==> src/rtl/up_sample_sched_ctrl.sv <==
// up_sample_sched_ctrl: sequences the frame-sized input buffer for the up-sample pipeline.
//   It generates write enables and addresses for the incoming pixel stream and nearest-neighbor
//   read requests at the up-scaled resolution.
// Latency: in_wen/out_ren are combinational from the registered state and the current inputs.
//   A row becomes readable the cycle after its last write. done pulses one cycle after the final access.
// Backpressure: in_ready drops once the frame is fully written. out_ren requires out_ready, and
//   out_ctrl_vars hold while a read is stalled.
//
// Ports:
//   clk, rst (async, active-high), flush (sync restart), start (IDLE only)
//   in_valid/in_ready/in_wen : write handshake, in_wen = in_valid & in_ready
//   in_ctrl_vars  [47:0]     : {[47:32]=input col, [31:16]=input row, [15:0]=0}
//   out_ready/out_ren        : read handshake
//   out_ctrl_vars [47:0]     : {[47:32]=output col, [31:16]=output row, [15:0]=0}
//   busy (RUN), done (one-cycle pulse in DONE)
//
// Build option UPSAMPLE_SCHED_OVERLAP_EN: when defined, reads overlap writes and are gated row by row.
//   When undefined, no read is issued until the whole frame has been written.
module up_sample_sched_ctrl #(
  parameter int IN_W       = 64,
  parameter int IN_H       = 64,
  parameter int SCALE_LOG2 = 1
) (
  input  logic        clk,
  input  logic        rst,
  input  logic        flush,
  input  logic        start,
  input  logic        in_valid,
  output logic        in_ready,
  output logic        in_wen,
  output logic [47:0] in_ctrl_vars,
  input  logic        out_ready,
  output logic        out_ren,
  output logic [47:0] out_ctrl_vars,
  output logic        busy,
  output logic        done
);

  localparam int OUT_W = IN_W << SCALE_LOG2;
  localparam int OUT_H = IN_H << SCALE_LOG2;
  localparam logic [15:0] WX_LAST = 16'(IN_W - 1);
  localparam logic [15:0] WY_LAST = 16'(IN_H - 1);
  localparam logic [15:0] RX_LAST = 16'(OUT_W - 1);
  localparam logic [15:0] RY_LAST = 16'(OUT_H - 1);

  typedef enum logic [1:0] {
    IDLE = 2'd0,
    RUN  = 2'd1,
    DONE = 2'd2
  } state_t;

  state_t      state;
  logic [15:0] wx;
  logic [15:0] wy;
  logic [15:0] rx;
  logic [15:0] ry;
  logic        wr_done;
  logic        rd_done;

  logic        running;
  logic        launch;
  logic        wr_row_end;
  logic        wr_last;
  logic        rd_row_end;
  logic        rd_last;
  logic        rd_ok;
  logic        frame_end;

  assign running    = (state == RUN);
  assign launch     = (state == IDLE) && start;
  assign in_ready   = running && !wr_done;
  assign in_wen     = in_valid && in_ready;
  assign wr_row_end = (wx == WX_LAST);
  assign wr_last    = wr_row_end && (wy == WY_LAST);
  assign rd_row_end = (rx == RX_LAST);
  assign rd_last    = rd_row_end && (ry == RY_LAST);

`ifdef UPSAMPLE_SCHED_OVERLAP_EN
  // Completed source rows. Registered on purpose: a row becomes readable only
  // after its final write has been clocked into the buffer RAM.
  logic [15:0] rows_written;

  always_ff @(posedge clk or posedge rst) begin
    if (rst) begin
      rows_written <= '0;
    end else if (flush || launch) begin
      rows_written <= '0;
    end else if (in_wen && wr_row_end) begin
      rows_written <= rows_written + 16'd1;
    end
  end

  // Output row ry maps to source row ry >> SCALE_LOG2.
  assign rd_ok = rows_written > (ry >> SCALE_LOG2);
`else
  assign rd_ok = wr_done;
`endif

  assign out_ren = running && out_ready && rd_ok && !rd_done;

  assign in_ctrl_vars  = {wx, wy, 16'h0000};
  assign out_ctrl_vars = {rx, ry, 16'h0000};

  // Include the access completing this cycle so that done lands one cycle after it.
  assign frame_end = (wr_done || (in_wen && wr_last)) &&
                     (rd_done || (out_ren && rd_last));

  always_ff @(posedge clk or posedge rst) begin
    if (rst) begin
      state   <= IDLE;
      busy    <= 1'b0;
      done    <= 1'b0;
      wx      <= '0;
      wy      <= '0;
      rx      <= '0;
      ry      <= '0;
      wr_done <= 1'b0;
      rd_done <= 1'b0;
    end else if (flush) begin
      state   <= IDLE;
      busy    <= 1'b0;
      done    <= 1'b0;
      wx      <= '0;
      wy      <= '0;
      rx      <= '0;
      ry      <= '0;
      wr_done <= 1'b0;
      rd_done <= 1'b0;
    end else begin
      done <= 1'b0;
      case (state)
        IDLE: begin
          if (start) begin
            state   <= RUN;
            busy    <= 1'b1;
            wx      <= '0;
            wy      <= '0;
            rx      <= '0;
            ry      <= '0;
            wr_done <= 1'b0;
            rd_done <= 1'b0;
          end
        end
        RUN: begin
          if (in_wen) begin
            if (wr_row_end) begin
              wx <= '0;
              wy <= wy + 16'd1;
            end else begin
              wx <= wx + 16'd1;
            end
            if (wr_last) begin
              wr_done <= 1'b1;
            end
          end
          if (out_ren) begin
            if (rd_row_end) begin
              rx <= '0;
              ry <= ry + 16'd1;
            end else begin
              rx <= rx + 16'd1;
            end
            if (rd_last) begin
              rd_done <= 1'b1;
            end
          end
          if (frame_end) begin
            state <= DONE;
            busy  <= 1'b0;
            done  <= 1'b1;
          end
        end
        DONE: begin
          state <= IDLE;
        end
        default: begin
          state <= IDLE;
          busy  <= 1'b0;
        end
      endcase
    end
  end

endmodule

==> config.mk <==
export PLATFORM = sky130hd
export DESIGN_NAME = up_sample_sched_ctrl
export DESIGN_NICKNAME = d
export VERILOG_FILES = /design/src/rtl/up_sample_sched_ctrl.sv
export SDC_FILE = /design/constraint.sdc
export NUM_CORES = 1
export LEC_CHECK = 0
export BUFFER_PORTS_ARGS = -buffer_cell sky130_fd_sc_hd__buf_2
export CORE_UTILIZATION = 53
export DETAILED_ROUTE_END_ITERATION = 16
export GPL_TIMING_DRIVEN = 1
export PLACE_DENSITY = 0.8
export SLEW_MARGIN = 20
export SYNTH_ARGS = -nofsm -noshare
export SYNTH_HDL_FRONTEND = slang
export SYNTH_SLANG_ARGS = --single-unit
==> constraint.sdc <==
create_clock -name clk -period 2.56 [get_ports clk]
set_input_delay 0.256 -clock clk [delete_from_list [all_inputs] [get_ports clk]]
set_output_delay 0.256 -clock clk [all_outputs]
set_load 0.03 [all_outputs]
==> summary.md <==
| Metric | Value |
|---|---|
| Status | completed |
| Die width | 90.25 um |
| Number of flops mapped to enable cells by yosys | 0 |
| Share of layout cells above drive strength 1 | 0.2115 |
| Max-cap violations | 0 |
| Worst Tran Pin Value | 760.1 ps |
| Xor/xnor cell area share of the yosys netlist | 0.04880 |
| TritonCTS buffer count | 9 |
| Port Buffers | 74 |
| CTS tree | done |
| Synth Area in Compound Gates | 0.1503 |
| Critical Path AT | 2540 ps |
| Finished Layout Cells | 638 |
| Critical-path cell list | ha_1, and3_1, o211ai_1, o21a_1, or4_1, a21oi_1 |
| Clk pin slew, worst setup/hold paths | 70 ps |
| Top routing layer used | met4 |
| Fillers | 675 |
| Lkg Pwr | 2.129 nW |
| Pin count of the biggest net entering global routing | 71 |
| Die height | 90.25 um |
| Final setup vio count | 0 |
| Yosys top cell area share | 0.4244 |
| Number of global-route vias before repair | 3374 |
| Area grow syn2layout | 12.70% |
| GRT Util Overall | 0.2472 |
| First drt pass iteration count | 4 |
| Total Nets Final | 544 |
| Met3 wire len | 590 um |
| Residual DRC count | 0 |
| Syn_area_per_cell | 8.973 um2 |
| Vias per std cell | 5.779 |
| Mux contribution to synthesized area | 0.002728 |
| Fraction of registers with async set or reset after synthesis | 1.000 |
| Slew Limit Fails | 0 |
| Top-count cell post-synth | dfrtp_1 |
| Avg WL per Cell | 14.87 um |
| Final worst-path cycle share | 0.8876 |
| Adder-Cell Fraction of Synth Area | 0.01212 |
| RSZ-0062 raised after global routing | false |
| CTS H-tree lvls | 3 |
| Max stage delay on crit path | 600 ps |
| Core box area | 7408 um2 |
| Worst-case hold slack | 304.3 ps |
| Hold Crit Class | in -> reg |
| Total Wirelength | 9486 um |
| Synth Flop Type | dfrtp_1 |
| Initial core utilization | 0.5572 |
| Detail Placement HPWL | 6677 um |
| Max transition margin | 0.4933 |
| Crit Path Category | reg -> reg |
| Syn Inst Count | 460 |
| Most common library cells after synthesis | 70 x dfrtp_1, 39 x nand2_1, 38 x nor2_1 |
| DP Cell Count | 621 |
| Data required, critical path | 2830 ps |
| Post-Syn Area | 4128 um2 |
| # diodes | 0 |
| Via count | 3687 |
| Peak Freq | 440.1 MHz |
| Register area share after synthesis | 0.4244 |
| Placer congestion estimate | 0.8494 |
| Synthesized flop and latch total | 70 |
| Area of the multi-input gates | 2122 um2 |
| Remaining global-route overflow | 0 |
| Clk_lat worst skew | 350 ps |
| Post-CTS Setup Inserts | 0 |
| DIE AREA | 8145 um2 |
| Worst-path maximum fanout | 29 |
| Initial antenna violation count | 0 |
| Iter 0 DRT Violations | 210 |
| DRT met1 WL | 4120 um |
| Crit end category | register |
| Max Root-Sink Buffers | 2 |
| Clk root buf | clkbuf_8 |
| CP Launch Type | register |
| Final Hold Vio Count | 0 |
| IR drop worst, VDD | 0.3351 mV |
| Combinational family with the most area after synthesis | simple AND/OR/NAND/NOR gates |
| Setup_tns | 0 ps |
| Slowest cell on the critical path | or4_1 |
| Largest area contributor in the netlist | dfrtp_1 |
| P per Cell Area | 465.0 nW/um2 |
| Clock skew | 8.259 ps |
| Min cycle time layout | 2272 ps |
| First-pass GRT wire length | 16110 um |
| Synthesis Warnings | 0 |
| Ports | 107 |
| Remaining antenna violation count | 0 |
| Area contributors post-synth | dfrtp_1 42%, buf_4 6.2%, o21ai_0 3.8% |
| Sequential cell area | 1752 um2 |
| Simple-gate share of the synthesized area | 0.2698 |
| Synth cell types | 65 |
| Row count | 31 |
| Clk sinks | 70 |
| Met2 WL | 4670 um |
-- worst max-delay path, delay by kind of cell (launching register included) --
family          cells  cell delay [ps]
compound gates      3              770
fa+ha+maj           1              210
flops               1              410
simple gates        2              810
-- kinds of logic (layout without fill, tap and decap cells) --
family,count (synthesis),after routing
fa+ha+maj,4,4
xor+xnor,23,23
flops,70,70
other cells,1,32
mux,1,1
compound gates,98,98
simple gates,203,203
buf+inv,60,108
-- cells in the final DEF (no fill, tap or decap), types with 3 or more instances in the layout --
cell type / n
dfrtp_1: 70
o31ai_1: 4
buf_2: 74
or4_1: 5
and2_1: 7
xnor2_1: 12
inv_1: 8
o21a_1: 5
ha_1: 4
nand4_1: 14
nor4_1: 8
or3_1: 20
nand3_1: 22
buf_4: 7
nor3_1: 15
and3_1: 9
o211ai_1: 5
clkinv_2: 3
o21ai_0: 31
xor2_1: 11
nor2_1: 38
conb_1: 32
nand2_1: 39
clkbuf_8: 10
a21oi_1: 28
-- per-layer routing --
metal,up-vias,GRT usage
met2,139,0.4065
met3,11,0.07071
li1,1753,-
met1,1784,0.3158
met5,-,0
met4,0,0.07661
-- area by class of cell --
type | instances | share of cell area
inverters | 9 | 0.007262
clock inverters | 4 | 0.004841
well taps | 99 | 0.02663
clock buffers | 12 | 0.03120
multi-input cells | 361 | 0.4562
repair buffers | 83 | 0.09736
flip-flops and latches | 70 | 0.3765
-- power breakdown --
group          leakage, nW  internal (mW)  switching (mW)  total, mW
logic                 1.07         0.0492           0.196      0.245
clock network       0.0861          0.374           0.414      0.787
registers            0.972           1.12          0.0158       1.13
-- flip-flops by register name (all words and copies together) (netlist names) --
register and flops:
done 1, rd_done 1, busy 1, rx 16, ry 16, state 2
wy 16, wx 16, rd_ok 1
-- final timing paths --
check	slack (ps)	end	cells after the start	from
worst max register to register	290	ry[13]	6	rx[1]
min in group asynchronous	510	ry[4]	4	rst
worst min register to register	550	wy[12]	1	wy[12]
max in group asynchronous	1740	rx[11]	4	rst
worst min-delay path	300	state[0]	3	start
worst max-delay path	290	ry[13]	6	rx[1]
-- timing repair --
action                                 in CTS  in global routing
endpoints found under the hold margin      70                  0
gates resized for setup                     0                  0
hold buffers                                1                  0
-- metrics by stage --
step           area (um2)  utilization  power (mW)  setup slack (ps)
5_1_grt              4652       0.6279       2.266             94.45
2_1_floorplan        4244            -       1.383             437.7
3_5_place_dp         4469       0.6033       1.396             231.9
4_1_cts              4647       0.6273       2.188             220.3
3_3_place_gp         4469       0.6033       1.392             334.7
6_report             4652       0.6279       2.163             287.7
Note: power is estimated with default switching activity, not from simulation.
